<file path="src/rtl/apa102_pkg.sv">
// apa102_pkg: shared APA102 word layout, header constant and frame-latch states
package apa102_pkg;

    localparam logic [2:0] HDR = 3'b111;

    localparam int HDR_HI = 31;
    localparam int HDR_LO = 29;
    localparam int BRI_HI = 28;
    localparam int BRI_LO = 24;
    localparam int B_HI   = 23;
    localparam int B_LO   = 16;
    localparam int G_HI   = 15;
    localparam int G_LO   = 8;
    localparam int R_HI   = 7;
    localparam int R_LO   = 0;

    typedef enum logic [1:0] {
        IDLE,
        FILL,
        PENDING
    } state_t;

endpackage

</file>
<file path="src/rtl/apa102_frame_latch_if.sv">
// apa102_frame_latch_if: pixel stream in, driver status in, latched frame and counters out
interface apa102_frame_latch_if #(
    parameter int LED_CNT = 7
);

    logic                   frame_start;
    logic                   pix_valid;
    logic [31:0]            pix_data;
    logic                   ws_busy;
    logic                   load;
    logic [LED_CNT*24-1:0]  data_out;
    logic [7:0]             err_cnt;
    logic [7:0]             ovr_cnt;

    modport master (
        output frame_start, pix_valid, pix_data, ws_busy,
        input  load, data_out, err_cnt, ovr_cnt
    );

    modport slave (
        input  frame_start, pix_valid, pix_data, ws_busy,
        output load, data_out, err_cnt, ovr_cnt
    );

endinterface

</file>
<file path="src/rtl/apa102_scale.sv">
// apa102_scale: apply 5-bit global brightness to one channel and keep the top CH_W bits
module apa102_scale #(
    parameter int CH_W = 3
) (
    input  logic [7:0]      ch,
    input  logic [4:0]      bri,
    output logic [CH_W-1:0] q
);

    logic [12:0] prod;

    // (ch * (b+1)) >> 5 fits in 8 bits, so its top CH_W bits are prod[12:13-CH_W]
    assign prod = 13'(ch) * 13'({1'b0, bri} + 6'd1);
    assign q    = CH_W'(prod >> (13 - CH_W));

endmodule

</file>
<file path="src/rtl/apa102_frame_latch.sv">
// apa102_frame_latch: brightness-scale APA102 pixels into a back buffer, hand full frames to the WS2812 driver
module apa102_frame_latch
    import apa102_pkg::*;
#(
    parameter int LED_CNT = 7,
    parameter int CH_W    = 3
) (
    input  logic             clk,
    input  logic             reset,
    apa102_frame_latch_if.slave bus
);

    localparam int IW = LED_CNT > 1 ? $clog2(LED_CNT) : 1;
    localparam int W  = LED_CNT * 24;

    state_t          state;
    logic [IW-1:0]   idx;
    logic [23:0]     back [LED_CNT];
    logic [W-1:0]    back_flat;
    logic [W-1:0]    front;
    logic            load;
    logic [7:0]      err_cnt;
    logic [7:0]      ovr_cnt;
    logic [CH_W-1:0] r_s;
    logic [CH_W-1:0] g_s;
    logic [CH_W-1:0] b_s;
    logic [23:0]     pix;
    logic            hdr_ok;
    logic            last;

    apa102_scale #(.CH_W(CH_W)) u_scale_r (
        .ch  (bus.pix_data[R_HI:R_LO]),
        .bri (bus.pix_data[BRI_HI:BRI_LO]),
        .q   (r_s)
    );

    apa102_scale #(.CH_W(CH_W)) u_scale_g (
        .ch  (bus.pix_data[G_HI:G_LO]),
        .bri (bus.pix_data[BRI_HI:BRI_LO]),
        .q   (g_s)
    );

    apa102_scale #(.CH_W(CH_W)) u_scale_b (
        .ch  (bus.pix_data[B_HI:B_LO]),
        .bri (bus.pix_data[BRI_HI:BRI_LO]),
        .q   (b_s)
    );

    assign pix    = {8'(g_s), 8'(r_s), 8'(b_s)};
    assign hdr_ok = bus.pix_data[HDR_HI:HDR_LO] == HDR;
    assign last   = idx == IW'(LED_CNT - 1);

    // flatten the back buffer with pixel 0 in the most significant slot
    always_comb begin
        back_flat = '0;
        for (int i = 0; i < LED_CNT; i++) back_flat[(LED_CNT-1-i)*24 +: 24] = back[i];
    end

    // frame FSM: fill the back buffer, then copy it to the front once the driver is idle
    always_ff @(posedge clk) begin
        if (reset) begin
            state   <= IDLE;
            idx     <= '0;
            load    <= 1'b0;
            front   <= '0;
            err_cnt <= '0;
            ovr_cnt <= '0;
            for (int i = 0; i < LED_CNT; i++) back[i] <= '0;
        end else begin
            load <= 1'b0;
            if (bus.frame_start) begin
                idx   <= '0;
                state <= FILL;
                if (state == PENDING) ovr_cnt <= ovr_cnt + {7'd0, ovr_cnt != 8'hFF};
            end else begin
                case (state)
                    FILL: begin
                        if (bus.pix_valid && hdr_ok) begin
                            back[idx] <= pix;
                            idx       <= last ? '0 : idx + 1'b1;
                            if (last) state <= PENDING;
                        end else if (bus.pix_valid) begin
                            err_cnt <= err_cnt + {7'd0, err_cnt != 8'hFF};
                        end
                    end
                    PENDING: begin
                        if (!bus.ws_busy) begin
                            front <= back_flat;
                            load  <= 1'b1;
                            state <= IDLE;
                        end
                    end
                    default: ;
                endcase
            end
        end
    end

    assign bus.load     = load;
    assign bus.data_out = front;
    assign bus.err_cnt  = err_cnt;
    assign bus.ovr_cnt  = ovr_cnt;

endmodule
</file>
<file path="src/flat_wrapper.sv">
// flat-port wrapper written by rule: the top's interface ports become plain ports
module apa102_frame_latch_flat import apa102_pkg::*;
#(
    parameter int LED_CNT = 7,
    parameter int CH_W    = 3
)
  (clk, reset, bus_frame_start, bus_pix_valid, bus_pix_data, bus_ws_busy, bus_load, bus_data_out, bus_err_cnt, bus_ovr_cnt);
  apa102_frame_latch_if #(.LED_CNT(LED_CNT)) bus_i ();
  input  logic clk;
  input  logic reset;
  input wire logic [$bits(bus_i.frame_start)-1:0] bus_frame_start;
  input wire logic [$bits(bus_i.pix_valid)-1:0] bus_pix_valid;
  input wire logic [$bits(bus_i.pix_data)-1:0] bus_pix_data;
  input wire logic [$bits(bus_i.ws_busy)-1:0] bus_ws_busy;
  output wire logic [$bits(bus_i.load)-1:0] bus_load;
  output wire logic [$bits(bus_i.data_out)-1:0] bus_data_out;
  output wire logic [$bits(bus_i.err_cnt)-1:0] bus_err_cnt;
  output wire logic [$bits(bus_i.ovr_cnt)-1:0] bus_ovr_cnt;
  assign bus_i.frame_start = bus_frame_start;
  assign bus_i.pix_valid = bus_pix_valid;
  assign bus_i.pix_data = bus_pix_data;
  assign bus_i.ws_busy = bus_ws_busy;
  assign bus_load = bus_i.load;
  assign bus_data_out = bus_i.data_out;
  assign bus_err_cnt = bus_i.err_cnt;
  assign bus_ovr_cnt = bus_i.ovr_cnt;
  apa102_frame_latch #(.LED_CNT(LED_CNT), .CH_W(CH_W)) u_core (.clk(clk), .reset(reset), .bus(bus_i));
endmodule
</file>
<file path="config.mk">
export PLATFORM = sky130hd
export DESIGN_NAME = apa102_frame_latch_flat
export DESIGN_NICKNAME = d
export VERILOG_FILES = /design/src/rtl/apa102_pkg.sv /design/src/rtl/apa102_frame_latch_if.sv /design/src/rtl/apa102_scale.sv /design/src/rtl/apa102_frame_latch.sv /design/src/flat_wrapper.sv
export SDC_FILE = /design/constraint.sdc
export NUM_CORES = 1
export LEC_CHECK = 0
export ABC_CLOCK_PERIOD_IN_PS = 5100
export CAP_MARGIN = 40
export CORE_UTILIZATION = 45
export DETAILED_ROUTE_END_ITERATION = 10
export HOLD_SLACK_MARGIN = 0.1
export PLACE_DENSITY = 0.82
export SLEW_MARGIN = 20
export SYNTH_ARGS = -nofsm -noshare
export SYNTH_HDL_FRONTEND = slang
export SYNTH_SLANG_ARGS = --single-unit
</file>
<file path="constraint.sdc">
create_clock -name clk -period 5.1 [get_ports clk]
set_clock_uncertainty 0.05 [all_clocks]
set_input_delay 1.02 -clock clk [delete_from_list [all_inputs] [get_ports clk]]
set_output_delay 1.02 -clock clk [all_outputs]
set_load 0.02 [all_outputs]
</file>
* After elaboration in Yosys (flattened, before gate mapping) *
Memory sizes are Yosys's and may differ from the RTL's. A register that Yosys moved wholly into a read port is not among the register bits.
Index checks and enable logic that the tools add are counted.

operators by class
  add/subtract/negate cells = 4
  multiply operators = 3
  equality and inequality tests = 12
  mux-type cells = 17
  bitwise logic cells = 4
  reduce and logical (&&, ||, !) cells = 12

operators with widths
  cell                                                                    count
  8-bit by 13-bit multiplier with 13-bit output                           3
  8-bit by 1-bit adder with 8-bit output                                  2
  8-bit != test (second input constant)                                   2
  4-bit AND reduction                                                     3
  1-bit two-way mux                                                       10
  9-bit two-way mux                                                       1
  9-bit OR reduction                                                      1
  5-bit by 1-bit adder with 6-bit output (second input constant)          1
  3-bit equality test (second input constant)                             2
  2-bit two-way mux                                                       3
  3-bit two-way mux                                                       2
  3-bit by 2-bit != test with 1-bit output (second input constant)        2
  2-bit by 1-bit != test with 1-bit output (second input constant)        2
  1-bit NOT                                                               4
  2-bit one-hot mux with 2 select lines                                   1
  2-bit AND reduction                                                     2
  3-bit by 1-bit adder with 3-bit output (second input constant)          1
  3-bit != test (second input constant)                                   1
  3-bit AND reduction                                                     1
  3-bit nonzero test                                                      1
  3-bit OR reduction                                                      1
  2-bit by 1-bit equality test with 1-bit output (second input constant)  1
  2-bit equality test (second input constant)                             1
  2-bit != test (second input constant)                                   1
  other kinds (3)                                                         3

storage, ports and cells
  register bits after elaboration = 190
  RAM bits = 63
  input port bits = 37
  output and inout port bits = 185
  logic and storage cells = 60
  memories = 1

memories
  memory       depth  bits a word  read ports  clocked after Yosys merged registers in  wr ports  line                      source
  u_core.back  7      9            7           7                                        7         apa102_frame_latch.sv:18  logic [23:0] back [LED_CNT];

* Depth between registers and ports, before layout *
  word-level depth = 9
  gate-level depth with buffers = 18
  gate-level depth less buffers = 16

* By module *
From an unflattened synthesis, not the netlist that was laid out.

second synthesis, totals
  cell total of the unflattened synthesis = 1161
  area, all modules = 10656.5 µm²

by module, submodules not included
  module                                times used  cells each  area each (µm²)  seq. area each (µm²)
  apa102_frame_latch                    1           679         6607.6           3503.4
  apa102_scale at u_core.u_scale_b ...  2           164         1366.3           0.0
  apa102_scale at u_core.u_scale_r      1           154         1316.3           0.0

* Least setup slack after synthesis *
OpenSTA, ideal clock, no wires.

  kind = in2reg
  start point = input port bus_pix_data[24]
  end point = memory u_core.back[3][7] (netlist bit) (data pin)
  setup time = 0.272 ns
  arrival = 4.974 ns
  data required time = 4.778 ns
  slack = -0.196 ns
  stages = 17
  path buffers = 2
  cells stage by stage = clkbuf_1 nand3_1 xnor2_1 buf_2 nand2_1 fa_1 inv_1 fa_1 inv_1 fa_1 inv_1 ha_1 and3_1 a221o_1 a21oi_1 xor2_1 nor3_1

RTL lines
  element          line                      source
  start, declared  flat_wrapper.sv:13        input wire logic [$bits(bus_i.pix_data)-1:0] bus_pix_data;
  end, declared    apa102_frame_latch.sv:18

==> impl_metrics.env <==
export IMPL_status="finished with violations"
export IMPL_violations="DRC"
export IMPL_io_pins=222
export IMPL_max_slew_worst_pin_slew_ps=601
export IMPL_grt_pass1_vias=7762
export IMPL_endpoint_kind="register"
export IMPL_setup_tns_ps=0
export IMPL_syn_avg_cell_area_um2=8.98
export IMPL_start_util=0.463
export IMPL_cp_arrival_ps=5050
export IMPL_r2r_cells=5
export IMPL_use_met2=0.370
export IMPL_finish_utilization=0.576
export IMPL_ys_warn_count=0
export IMPL_grt_busiest_layer="met2"
export IMPL_grt_max_degree=71
export IMPL_dr_pass1_iters=8
export IMPL_dpl_worst_slack_ps=-778
export IMPL_first_iter_violations=525
export IMPL_critPathBufInv=6
export IMPL_max_cap_viol_count=0
export IMPL_num_rows=54
export IMPL_final_common_cell="nand2_1"
export IMPL_worst_slack_ps=150
export IMPL_diodes=0
export IMPL_fmax_mhz=202
export IMPL_cp_slowest_stage_delay_ps=540
export IMPL_fp_dieW_um=152
export IMPL_final_seq_area_mm2=0.00350
export IMPL_cp_slowest_cell="fa_1"
export IMPL_cts_reportedPaths_clkPinSlew_ps=70
export IMPL_cp_data_required_time_ps=5200
export IMPL_antenna_found_initial=0
export IMPL_cts_sinks=148
export IMPL_vias=7911
export IMPL_synthCells=1132
export IMPL_peakVddDrop_mv=0.273
export IMPL_wl_um=23500
export IMPL_startpoint_type="primary input"
export IMPL_synth_edf_count=54
export IMPL_chipHeight_um=152
export IMPL_fin_crit_ps=4950
export IMPL_gp_congestion=0.864
export IMPL_grt_usage=0.203
export IMPL_slew_headroom=0.599
export IMPL_clockBufferDepth=2
export IMPL_htreeDepth=4
export IMPL_fin_nets=1460
export IMPL_via_per_inst=4.98
export IMPL_path_class="primary input to register"
export IMPL_post_drt_wl_per_cell_um=14.8
export IMPL_dp_final_hpwl_um=17300
export IMPL_min_path_cells=2
export IMPL_fillers=1799
export IMPL_cp_top_family="adder cells"
export IMPL_cp_depth=18
export IMPL_post_route_drc_count=12
export IMPL_grt_ovfl_total=0
export IMPL_use_met1=0.240
export IMPL_synth_cell_types=56
export IMPL_io_buffers=116
export IMPL_die_area_mm2=0.0232
export IMPL_hold_path_class="register to register"
export IMPL_leakage_nw=5.41
export IMPL_hold_buffers=0
export IMPL_worst_path_max_fanout=10
export IMPL_min_period_over_period=0.971
export IMPL_multi_input_area_mm2=0.00590
export IMPL_netlist_area_mm2=0.0102
export IMPL_synth_seq_cells=148
export IMPL_cp_cell_sequence="clkbuf_2 -> buf_4 -> nand3_2 -> xnor2_2 -> buf_4 -> and2_1 -> fa_1 -> fa_1 -> inv_1 -> fa_1 -> inv_1 -> ha_1 -> and4_4 -> and2_4 -> a2111oi_4 -> xnor2_2 -> buf_4 -> nor2_1"
export IMPL_power_density_mw_per_mm2=301
export IMPL_drive_gt1_frac=0.122
export IMPL_ant_nets=0
export IMPL_clockRootBuffer="clkbuf_16"
export IMPL_yosysSeqAreaShare=0.345
export IMPL_numCtsBuffers=17
export IMPL_area_growth_pct=24.3
export IMPL_drv_slew=0
export IMPL_synth_ff_type="dfxtp_1"
export IMPL_layout_common_cells="nand2_1 (179), inv_1 (117), clkdlybuf4s50_1 (110)"
export IMPL_async_reset_ff_frac=0
export IMPL_setup_violations=0
export IMPL_finalHoldViolCount=0
export IMPL_rsz0062_at_grt="no"
export IMPL_use_met3=0.0341
export IMPL_cts_tree="built"
export IMPL_grt_pass1_wl_um=37800
export IMPL_insertion_delay_ps=420
export IMPL_coreArea_mm2=0.0220
final timing paths:
check,start,endpoint,slack (ps)
worst max-delay path,bus_pix_data[24],u_core.back[2][4],150
worst min-delay path,u_core.back[6][1],bus_data_out[1],400
worst max register to register,u_core.state[0],u_core.back[3][5],2260
worst min register to register,u_core.back[6][1],bus_data_out[1],400
power by group:
| group | switching [mW] | leakage [nW] | total (mW) | internal [mW] |
|---|---|---|---|---|
| clock | 0.491 | 0.298 | 1.22 | 0.731 |
| combinational | 0.754 | 3.80 | 1.34 | 0.586 |
| sequential | 0.00635 | 1.31 | 1.24 | 1.24 |
repair_timing:
action / in CTS / in global routing
endpoints found under the setup margin: 63 / 61
pin swaps: 38 / 4
gates cloned: 2 / 0
buffers inserted: 6 / 0
endpoints found under the hold margin: 0 / 0
gates resized for setup: 46 / 11
registers in the layout, indices dropped and copies added, names as in the netlist:
name,count
bus_data_out,63
u_core.back,63
u_core.bus.err_cnt,8
u_core.bus.ovr_cnt,8
u_core.idx,3
u_core.state,2
u_core.bus.load,1
synth_stat cells, types with 2 or more instances:
| cell type | count | area, um2 |
|---|---|---|
| a2111o_1 | 2 | 22.5 |
| a211oi_1 | 4 | 30.0 |
| a21boi_0 | 3 | 22.5 |
| a21o_1 | 2 | 15.0 |
| a21oi_1 | 92 | 460 |
| and2_1 | 68 | 425 |
| and3_1 | 19 | 119 |
| and3b_1 | 2 | 17.5 |
| and4_1 | 2 | 17.5 |
| buf_2 | 4 | 20.0 |
| buf_4 | 105 | 788 |
| clkbuf_1 | 43 | 161 |
| dfxtp_1 | 94 | 1880 |
| edfxtp_1 | 54 | 1620 |
| fa_1 | 69 | 1380 |
| ha_1 | 59 | 738 |
| inv_1 | 118 | 443 |
| mux2i_1 | 6 | 60.1 |
| nand2_1 | 179 | 672 |
| nand2b_1 | 16 | 100 |
| nand3_1 | 14 | 70.1 |
| nand4_1 | 14 | 87.6 |
| nand4b_1 | 3 | 26.3 |
| nor2_1 | 66 | 248 |
| nor2b_1 | 15 | 93.8 |
| nor3_1 | 7 | 35.0 |
| o211ai_1 | 2 | 15.0 |
| o21a_1 | 3 | 22.5 |
| o21ai_0 | 8 | 40.0 |
| o21bai_1 | 2 | 15.0 |
| o22ai_1 | 5 | 31.3 |
| or2_2 | 2 | 12.5 |
| or3_1 | 4 | 25.0 |
| xnor2_1 | 12 | 105 |
| xor2_1 | 13 | 114 |
routing by layer:
layer,routed length [um],share of wire
met1,9300,0.40
met2,12200,0.52
met3,1470,0.063
met4,513,0.022
met5,0,0
cell families after synthesis:
kind of cell | Yosys count | share of synthesized area
AOI/OAI and AO/OA | 136 | 0.0817
xor gates and xnor gates | 26 | 0.0231
adders and majority gates | 128 | 0.208
buffers and inverters | 271 | 0.139
DFF | 148 | 0.345
muxes | 6 | 0.00591
other | 1 | 0.000369
and+or+nand+nor | 416 | 0.196
worst min-delay path: stages, from the launching register on:
cell     delay (ps)
dfxtp_1         310
nand2_1          50
a21oi_1          50
layout make-up:
class,count,area share
clock buffer,22,0.0410
clock inverter,10,0.00624
inverter,118,0.0350
multi-input combinational,817,0.467
sequential,148,0.277
tap,280,0.0277
timing repair buffer,193,0.146
per-stage QoR:
stage	instance area (um2)	power, mW	hold WS, ps	cells
final	12600	3.81	404	1588
after global routing	12600	4.03	424	1588
after detailed placement	11700	2.49	396	1547
after CTS	12600	3.80	401	1587
after global placement	11700	2.43	394	1545
after floorplan	10600	2.08	378	1236
(Power assumes the default switching activity.)
